<file path="src/rtl/cpu_pkg.sv">
// ----------------------------------------------------------------------------
// cpu_pkg
//   Shared types and constants for the MEM-stage memory access controller.
//   - mem_state_t : access FSM states (IDLE, BUSY, DONE)
//   - AW_DEF/DW_DEF : default address/data widths
//   - ALIGN_MASK  : low address bits that must be zero for a word access
// ----------------------------------------------------------------------------
package cpu_pkg;

    localparam int unsigned AW_DEF = 32;
    localparam int unsigned DW_DEF = 32;

    // Word accesses only: both byte-offset bits must be clear.
    localparam logic [1:0] ALIGN_MASK = 2'b11;

    typedef enum logic [1:0] {
        IDLE = 2'd0,
        BUSY = 2'd1,
        DONE = 2'd2
    } mem_state_t;

endpackage

</file>
<file path="src/rtl/mem_access_ctrl.sv">
// ----------------------------------------------------------------------------
// mem_access_ctrl
//   MEM-stage data-memory access controller. Turns MemRead/MemWrite from
//   EX/MEM into a req/ack transaction to a variable-latency data memory,
//   stalls the pipeline until the transaction completes, and holds load
//   data for MEM/WB.
//
// Ports
//   clk_i        in   clock, rising edge
//   rst_i        in   asynchronous active-low reset
//   MemRead_i    in   load in MEM stage
//   MemWrite_i   in   store in MEM stage
//   Addr_i       in   byte address (AW)
//   WData_i      in   store data (DW)
//   Data_o       out  load data to MEM/WB (DW), held until next completed load
//   stall_o      out  hold upstream stages, bubble into MEM/WB
//   err_o        out  one-cycle pulse: misaligned, read+write conflict, timeout
//   mem_req_o    out  memory request, held until ack (or timeout)
//   mem_we_o     out  1 = write, 0 = read
//   mem_addr_o   out  word-aligned address (AW)
//   mem_wdata_o  out  write data (DW)
//   mem_ack_i    in   one-cycle completion strobe
//   mem_rdata_i  in   read data, valid with mem_ack_i (DW)
// ----------------------------------------------------------------------------
module mem_access_ctrl
    import cpu_pkg::*;
#(
    parameter int unsigned AW      = AW_DEF,
    parameter int unsigned DW      = DW_DEF,
    parameter int unsigned TIMEOUT = 255
) (
    input  logic          clk_i,
    input  logic          rst_i,
    input  logic          MemRead_i,
    input  logic          MemWrite_i,
    input  logic [AW-1:0] Addr_i,
    input  logic [DW-1:0] WData_i,
    output logic [DW-1:0] Data_o,
    output logic          stall_o,
    output logic          err_o,
    output logic          mem_req_o,
    output logic          mem_we_o,
    output logic [AW-1:0] mem_addr_o,
    output logic [DW-1:0] mem_wdata_o,
    input  logic          mem_ack_i,
    input  logic [DW-1:0] mem_rdata_i
);

    // Counter is kept at least one bit wide so TIMEOUT=0 still elaborates.
    localparam int unsigned   CW       = (TIMEOUT > 0) ? $clog2(TIMEOUT + 1) : 1;
    localparam logic [CW-1:0] CNT_LAST = (TIMEOUT > 0) ? CW'(TIMEOUT - 1) : '0;
    localparam logic [CW-1:0] CNT_MAX  = '1;

    mem_state_t    r_state;
    mem_state_t    w_next_state;

    logic [DW-1:0] r_data;
    logic          r_err;
    logic          r_req;
    logic          r_we;
    logic [AW-1:0] r_addr;
    logic [DW-1:0] r_wdata;
    logic [CW-1:0] r_cnt;

    logic          w_access;
    logic          w_aligned;
    logic          w_conflict;
    logic          w_timeout;

    assign w_access   = MemRead_i | MemWrite_i;
    assign w_aligned  = ((Addr_i[1:0] & ALIGN_MASK) == 2'b00);
    assign w_conflict = MemRead_i & MemWrite_i;
    assign w_timeout  = (TIMEOUT != 0) && (r_cnt == CNT_LAST);

    // ------------------------------------------------------------------
    // State register
    // ------------------------------------------------------------------
    // NOTE: sequential state uses non-blocking assignments so every flop
    // samples the pre-edge values of its neighbours.
    always_ff @(posedge clk_i or negedge rst_i) begin
        if (!rst_i) begin
            r_state <= IDLE;
        end else begin
            r_state <= w_next_state;
        end
    end

    // ------------------------------------------------------------------
    // Next state and stall
    // ------------------------------------------------------------------
    // NOTE: every output of this block gets a default first, so no path
    // leaves a signal unassigned and no latch is inferred.
    always_comb begin
        w_next_state = r_state;
        stall_o      = 1'b0;
        unique case (r_state)
            IDLE: begin
                if (w_access && w_aligned) begin
                    w_next_state = BUSY;
                    stall_o      = 1'b1;
                end
            end
            BUSY: begin
                stall_o = 1'b1;
                if (mem_ack_i || w_timeout) begin
                    w_next_state = DONE;
                end
            end
            // The pipeline advances at the end of DONE; its inputs still
            // belong to the finished instruction and must not re-issue.
            DONE:    w_next_state = IDLE;
            default: w_next_state = IDLE;
        endcase
    end

    // ------------------------------------------------------------------
    // Request, data, error and wait-counter registers
    // ------------------------------------------------------------------
    always_ff @(posedge clk_i or negedge rst_i) begin
        if (!rst_i) begin
            r_data  <= '0;
            r_err   <= 1'b0;
            r_req   <= 1'b0;
            r_we    <= 1'b0;
            r_addr  <= '0;
            r_wdata <= '0;
            r_cnt   <= '0;
        end else begin
            r_err <= 1'b0;
            unique case (r_state)
                IDLE: begin
                    if (w_access) begin
                        if (w_aligned) begin
                            // Read+write conflict resolves to a write.
                            r_req   <= 1'b1;
                            r_we    <= MemWrite_i;
                            r_addr  <= {Addr_i[AW-1:2], 2'b00};
                            r_wdata <= WData_i;
                            r_cnt   <= '0;
                        end
                        r_err <= ~w_aligned | w_conflict;
                    end
                end
                BUSY: begin
                    if (mem_ack_i) begin
                        r_req <= 1'b0;
                        if (!r_we) begin
                            r_data <= mem_rdata_i;
                        end
                    end else if (w_timeout) begin
                        r_req <= 1'b0;
                        r_err <= 1'b1;
                    end else if (r_cnt != CNT_MAX) begin
                        r_cnt <= r_cnt + 1'b1;
                    end
                end
                default: ;
            endcase
        end
    end

    assign Data_o      = r_data;
    assign err_o       = r_err;
    assign mem_req_o   = r_req;
    assign mem_we_o    = r_we;
    assign mem_addr_o  = r_addr;
    assign mem_wdata_o = r_wdata;

endmodule

</file>
<file path="config.mk">
export PLATFORM = sky130hd
export DESIGN_NAME = mem_access_ctrl
export DESIGN_NICKNAME = d
export VERILOG_FILES = /design/src/rtl/cpu_pkg.sv /design/src/rtl/mem_access_ctrl.sv
export SDC_FILE = /design/constraint.sdc
export NUM_CORES = 1
export LEC_CHECK = 0
export CAP_MARGIN = 20
export CORE_MARGIN = 4
export CORE_UTILIZATION = 41
export DETAILED_ROUTE_END_ITERATION = 8
export GPL_TIMING_DRIVEN = 0
export PLACE_DENSITY = 0.86
export SYNTH_ARGS = -nofsm -noshare
export SYNTH_HDL_FRONTEND = slang
export SYNTH_SLANG_ARGS = --single-unit
</file>
<file path="constraint.sdc">
create_clock -name clk_i -period 2.2 [get_ports clk_i]
set_clock_uncertainty 0.1 [all_clocks]
set_input_delay 0.55 -clock clk_i [delete_from_list [all_inputs] [get_ports clk_i]]
set_output_delay 0.55 -clock clk_i [all_outputs]
set_load 0.005 [all_outputs]
</file>
# Word level (Yosys, flattened, before mapping)
# Index checks and enable logic that the tools add are counted.
dict set report totals {
  ff_bits 107
  out_inout_bits 100
  word_cells 55
}
dict set report classes {
  bitwise 5
  n_reduce_logical 10
  mux 20
  eq_ne 11
  addsub 1
}
# op n
set op_table {}
lappend op_table {{$mux 8} 5}
lappend op_table {{$pmux 8 s2} 1}
lappend op_table {{$ne 2x2->1 const B} 7}
lappend op_table {{$add 8x1->8 const B} 1}
lappend op_table {{$eq 8x8->1 const B} 1}
lappend op_table {{$mux 1} 8}
lappend op_table {{$ne 8x8->1 const B} 1}
lappend op_table {{$pmux 1 s2} 3}
lappend op_table {{$reduce_and 3->1} 2}
lappend op_table {{$reduce_and 6->1} 1}
lappend op_table {{$logic_not 2->1} 2}
lappend op_table {{$mux 2} 2}
lappend op_table {{$pmux 2 s2} 1}
lappend op_table {{$reduce_and 4->1} 1}
lappend op_table {{$ne 3x3->1 const B} 1}
lappend op_table {{$eq 2x1->1 const B} 1}
lappend op_table {{$not 1->1} 2}
lappend op_table {{$or 1x1->1} 2}
lappend op_table {{$reduce_and 2->1} 1}
lappend op_table {{$reduce_bool 2->1} 1}
lappend op_table {{$and 1x1->1} 1}
lappend op_table {{$logic_and 1x1->1} 1}
lappend op_table {{$logic_or 1x1->1} 1}

# Longest topological paths before layout
# Gate-level depths: netlist of run 1.
dict set report logic_depth {
  ltp_word 5
  mapped_depth 7
  depth_no_buf 6
}

# Worst setup path after synthesis of run 1
# Ideal clock, no wire load.
dict set report synth_timing {
  path_type {input to register}
  from {input Addr_i[1]}
  to {register r_addr[10] (netlist: mem_addr_o[10])}
  t_required_ns 1.975
  cell_stages 6
  path_slack_ns 0.034
  arrival_ns 1.941
  path_cell_list {or2_1 > or4_1 > clkbuf_1 > buf_6 > buf_6 > mux2_4}
}
dict set report synth_via {
  elab_chain_cells 2
}
# item line_no
set synth_lines {}
lappend synth_lines {{from (decl)} mem_access_ctrl.sv:36} ;# input logic [AW-1:0] Addr_i,
lappend synth_lines {{$logic_not 2->1} mem_access_ctrl.sv:71} ;# assign w_aligned = ((Addr_i[1:0] & ALIGN_MASK) == 2'b00);
lappend synth_lines {{$reduce_and 3->1 (no line)} n/a}
lappend synth_lines {{to (signal assigned)} mem_access_ctrl.sv:137} ;# r_addr <= {Addr_i[AW-1:2], 2'b00};
lappend synth_lines {{to (decl)} mem_access_ctrl.sv:61} ;# logic [AW-1:0] r_addr;
# No other way between the ends.
# A chain may end at the register's enable or synchronous reset.

# Worst setup path in the final report of run 1
dict set report layout_timing {
  from {input mem_ack_i}
  to {register r_cnt[7]}
}
dict set report layout_via {
  elab_chain_cells 2
}
# item line_no
set layout_lines {}
lappend layout_lines {{from (decl)} mem_access_ctrl.sv:45} ;# input logic mem_ack_i,
lappend layout_lines {{$ne 2x2->1 (no line)} n/a}
lappend layout_lines {{$reduce_and 6->1 (no line)} n/a}
lappend layout_lines {{to (signal assigned)} mem_access_ctrl.sv:154} ;# r_cnt <= r_cnt + 1'b1;
lappend layout_lines {{to (decl)} mem_access_ctrl.sv:63} ;# logic [CW-1:0] r_cnt;
# No other way between the ends.

==> results of run 1 <==
metrics by stage:
| stage | util (%) | area [um^2] |
|---|---|---|
| finish | 65.35 | 6777 |
| global route | 65.35 | 6777 |
| CTS | 65.18 | 6759 |
| detailed placement | 63.16 | 6550 |
| global placement | 62.92 | 6525 |
| floorplan | - | 4373 |
layout make-up:
| class | count | area, um^2 |
|---|---|---|
| plain buffers | 13 | 105.1 |
| multi-input cells | 154 | 1588 |
| clock inverters | 6 | 47.55 |
| inverters | 6 | 22.52 |
| well taps | 136 | 170.2 |
| clock buffers | 10 | 137.6 |
| repair buffers | 202 | 2028 |
| fillers | 761 | 3593 |
| flip-flops and latches | 107 | 2678 |
worst reg2reg max path: stages, from the launching register on:
cell     delay, ps
dfrtp_1        450
nand3_1        290
o31ai_2        630
and2_1         340
a221o_1        180
power breakdown:
group          internal [mW]  switching (mW)
sequential              2.63           0.381
combinational           1.86           0.706
clock                  0.456           0.673
total                   4.95            1.76
layout by cell type, fill, tap and decap left out, types with 3 or more instances in the layout:
cell	instances
buf_4	6
nand3_1	5
nor2_1	8
mux2_2	58
buf_6	4
clkbuf_8	10
inv_1	6
clkdlybuf4s50_1	193
dfrtp_1	107
o21ai_0	5
buf_2	6
mux2_4	37
nand2_1	6
nor3_1	4
inv_6	3
metal layers:
layer  up-vias  routed length, um  global-route usage [%]
met1      1494               4098                   19.94
met4         0                102                   4.055
met5         -                  0                       0
met2       141               5173                   28.83
li1       1416                  -                       -
met3        10               1063                   6.823
registers in the layout (all words and copies together) (netlist names):
name         cells
Data_o          32
mem_wdata_o     32
mem_addr_o      30
r_cnt            8
r_state          2
err_o            1
mem_req_o        1
mem_we_o         1
what timing repair did:
action | 4_1_cts | 5_1_grt
gates resized for setup | 9 | 4
hold endpoints to repair | 0 | 0
setup buffers | 2 | 1
setup endpoints to repair | 43 | 64
pin swaps | 2 | 3
cells by family (layout without fill, tap and decap cells):
| family | after synthesis | after routing | share of synthesized area (%) |
|---|---|---|---|
| DFF | 107 | 107 | 61.28 |
| AOI/OAI and AO/OA | 21 | 21 | 3.465 |
| and+or+nand+nor | 33 | 33 | 3.809 |
| adders and majority gates | 2 | 2 | 0.5726 |
| xor gates and xnor gates | 1 | 1 | 0.2005 |
| muxes | 95 | 95 | 27.66 |
| buffers and inverters | 20 | 237 | 2.920 |
| other | 1 | 2 | 0.08583 |
cells in the mapped netlist (2+ instances only):
cell type	n	area, um^2
nor3_1	4	20.02
o31a_1	2	17.52
buf_6	5	56.30
a211o_1	2	17.52
o21ai_0	5	25.02
dfrtp_1	107	2678
buf_4	2	15.01
mux2_4	37	555.5
ha_1	2	25.02
and3_1	2	12.51
nand3_1	5	25.02
nand2_1	6	22.52
buf_2	5	25.02
nor2_1	9	33.78
inv_1	6	22.52
o311ai_0	2	17.52
mux2_2	58	653.1
a31oi_1	2	12.51
final timing paths:
check | startpoint | endpoint | slack [ps]
hold / removal | rst_i | mem_addr_o[13] | 120
hold reg to reg | mem_wdata_o[27] | mem_wdata_o[27] | 410
max in group asynchronous | rst_i | r_cnt[0] | 1170
setup / recovery | mem_ack_i | r_cnt[7] | 30
min in group clk_i | mem_wdata_o[27] | mem_wdata_o[27] | 410
setup reg to reg | r_cnt[2] | r_cnt[7] | 150
==> flow_summary.toml, run 1 <==
[status]
status = "finished clean"

[final_layout]
drive_gt1_share_pct = 27.11
nets = 596
diodes = 0
synthToLayoutAreaGrowth_pct = 55.10
instances_no_fill = 634

[grt]
grt_pass1_wl_mm = 17.13
first_global_vias = 3407
grt_max_degree = 55
antenna_found_initial = 0
gr-usage-all-layers_pct = 16.89
grt-ovfl-total = 0

[floorplanning]
fp-row-count = 37
initial_core_util_pct = 42.13
fp.dieW_um = 111.2
coreArea_mm2 = 0.01037
io_pins = 201
die_area_mm2 = 0.01237
chipHeight_um = 111.2

[setup_path]
slowest_delay_ps = 470
path_class = "in -> reg"
path_depth = 5
crit_family = "simple AND/OR/NAND/NOR gates"
cpMaxStageDelayCell = "clkdlybuf4s50_1"
required_ps = 2330
cp_max_fo = 8
critPathBufInv = 1
path_cells = "clkdlybuf4s50_1 -> nor3b_1 -> o31ai_2 -> and2_1 -> a221o_1"
cp-start-kind = "input port"
cp_data_arrival_time_ps = 2300
ff2ff_path_depth = 4
endpoint_kind = "flop"

[logic_synthesis]
ys.flop_type = "dfrtp_1"
seq_area_frac_synth_pct = 61.28
synthCells = 280
yosysWarnings = 0
synth.ff_latch_count = 107
post_synth.cell_area_avg_um2 = 15.60
synth_edf_count = 0
synthArstFlopShare_pct = 100.0
netlist_area_mm2 = 0.004369
ys_types = 37

[power]
p_per_area_mw_per_mm2 = 989.5
power_leakage_nw = 3.000
totalPowerFinal_mw = 6.706
ir_drop_uv = 482.5

[routing]
drt_first_pass_iters = 4
detail-route-antenna-nets = 0
wl_mm = 10.44
route.detailed.drc = 0
via_count = 3061
vias_per_cell = 4.828
wl_per_cell_um = 16.46
drt-initial-drc-count = 138

[clock_tree]
cts_made_buffers = 9
clk_path_buf_depth = 2
cts_root_buf = "clkbuf_8"
cts.sinks = 107
insertion_delay_ps = 350
postCtsHoldBufs = 0
cts_max_level = 3
cts_tree = "done"
clk_pin_slew_ps = 110

[sta]
timing.setup.tns_ps = 0
post-route-period-util_pct = 98.62
tightest_slew_ps = 672.8
fmax_ghz = 0.4609
setup_ws_ps = 30.35
hold_slack_ps = 119.0
layout_min_cycle_time_ps = 2170
rsz0062_at_grt = "false"
max_slew_margin_pct = 55.15
hold_viol = 0
maxSlewViolCount = 0
setup_viol = 0

[placement]
numPortBuffers = 198
dpl.cell_count = 616
gp_congestion = 0.8031
dpl.hpwl_mm = 8.122
dp_slack_ps = -489.2

[hold_path]
min_path_type = "in -> async"

[job]
drv_cap = 0
No activity file was read; power rests on OpenSTA's default activity.
==> inputs of run 2 (changes only) <==
- SLEW_MARGIN: default -> 20
==> flow_summary.toml, run 2 (synthesis results as in run 1) <==
[placement]
dpl.hpwl_mm = 8.110
dpl.cell_count = 616
gp_congestion = 0.8031
numPortBuffers = 198

[power]
totalPowerFinal_mw = 6.927
p_comb_share_pct = 37.0
power_leakage_nw = 3.014
power.clock.fraction_pct = 19.5
p_per_area_mw_per_mm2 = 1018
seqPwrFrac_pct = 43.5
p_switching_mw = 1.780
p_int_mw = 5.148
ir_drop_uv = 499.0
switching_share_pct = 25.69

[final_layout]
nets = 594
drive_gt1_share_pct = 26.81
final_cell_mix = "clkdlybuf4s50_1 (193), dfrtp_1 (107), mux2_2 (58)"
diodes = 0
synthToLayoutAreaGrowth_pct = 55.78
final_common_cell = "clkdlybuf4s50_1"
instances_no_fill = 632
final_util_pct = 65.64

[sta]
hold_slack_ps = 13.51
maxSlewViolCount = 0
layout_min_cycle_time_ps = 2123
setup_viol = 0
fmax_ghz = 0.4711
rsz0062_at_grt = "false"
timing.setup.tns_ps = 0
post-route-period-util_pct = 96.48
tightest_slew_ps = 574.7
hold_viol = 0
max_slew_margin_pct = 61.46

[grt]
use_met2_pct = 28.23
use_met1_pct = 20.11
gr-usage-all-layers_pct = 16.88
top_usage_layer = "met2"
grt_max_degree = 55
grt-ovfl-total = 0
met3_usage_pct = 7.205
first_global_vias = 3353
antenna_found_initial = 0
grt_pass1_wl_mm = 16.92

[floorplanning]
die_area_mm2 = 0.01237
io_pins = 201
fp.dieW_um = 111.2
coreArea_mm2 = 0.01037
fp-row-count = 37
chipHeight_um = 111.2
initial_core_util_pct = 42.13

[clock_tree]
cts.sinks = 107
clk_pin_slew_ps = 120
cts_made_buffers = 9
cts_tree = "done"
insertion_delay_ps = 350
cts_root_buf = "clkbuf_8"
clk_path_buf_depth = 2
postCtsHoldBufs = 0
cts_max_level = 3

[routing]
route.detailed.drc = 0
via_count = 3030
drt-initial-drc-count = 120
drt_first_pass_iters = 4
vias_per_cell = 4.794
detail-route-antenna-nets = 0
wl_per_cell_um = 16.47
wl_mm = 10.41

[job]
drv_cap = 0

[setup_path]
cp_data_arrival_time_ps = 1470
rrSetupSlack_ps = 170
endpoint_kind = "output port"
ff2ff_path_depth = 4
path_class = "in -> out"
timing.rr.start = "r_state[0]"
required_ps = 1550
worstReg2RegEnd = "Data_o[24]"
cp_max_fo = 3
cp-start-kind = "input port"

[status]
status = "finished clean"

[hold_path]
min_path_type = "in -> async"
run 2: changes by cell type in the layout (fill, tap and decap cells not counted), sizes merged:
cell / previous run / this run
buf: 18 / 16
clkbuf: 11 / 10
clkinvlp: 1 / 0
bufinv: 0 / 2
run 2: what timing repair did:
| item | CTS | global route |
|---|---|---|
| buffers inserted | 0 | 1 |
| pin swaps | 2 | 3 |
| gates resized for setup | 8 | 4 |
| setup endpoints to repair | 49 | 55 |
run 2: power by group through the flow:
stage	clock network (mW)	logic (mW)	registers (mW)
6_report	1.35	2.56	3.01
5_1_grt	1.49	2.75	3.10
4_1_cts	1.41	2.61	3.02
3_5_place_dp	0	2.60	3.05
3_3_place_gp	0	2.53	3.00
2_1_floorplan	0	0.841	3.06
run 2: worst max path at each step:
stage | end | start | cells after the start
2_1_floorplan | mem_addr_o[10] | Addr_i[1] | 6
3_3_place_gp | mem_addr_o[4] | rst_i | 1
3_5_place_dp | mem_addr_o[13] | Addr_i[0] | 7
4_1_cts | stall_o | Addr_i[1] | 6
5_1_grt | stall_o | MemRead_i | 6
6_report | stall_o | MemRead_i | 6
run 2: area by class of cell:
| class | count | area (um^2) |
|---|---|---|
| fill | 761 | 3563 |
| sequential | 107 | 2678 |
| timing repair buffer | 200 | 2017 |
| multi-input combinational | 154 | 1588 |
| tap | 136 | 170.2 |
| clock buffer | 9 | 123.9 |
| clock inverter | 7 | 106.4 |
| buffer | 13 | 101.3 |
| inverter | 6 | 22.52 |
run 2: worst max-delay path, stage by stage:
cell and delay (ps):
clkdlybuf4s50_1 520, nor2_2 60, nor2_1 80, nor2_1 40, nor2_1 100, buf_2 120
run 2: routing by layer:
metal / share of wire (%) / routed length (um) / up-vias
met3: 9.5 / 989 / 10
li1: - / - / 1409
met2: 49 / 5050 / 132
met1: 41 / 4256 / 1479
met4: 1.1 / 114 / 0
met5: 0 / 0 / -
run 2: through the flow:
| step | worst slack [ps] | area (um^2) |
|---|---|---|
| floorplan | 33.85 | 4373 |
| global placement | -3437 | 6525 |
| detailed placement | -516.0 | 6554 |
| CTS | 0.5371 | 6789 |
| global route | 5.062 | 6807 |
| finish | 77.38 | 6807 |
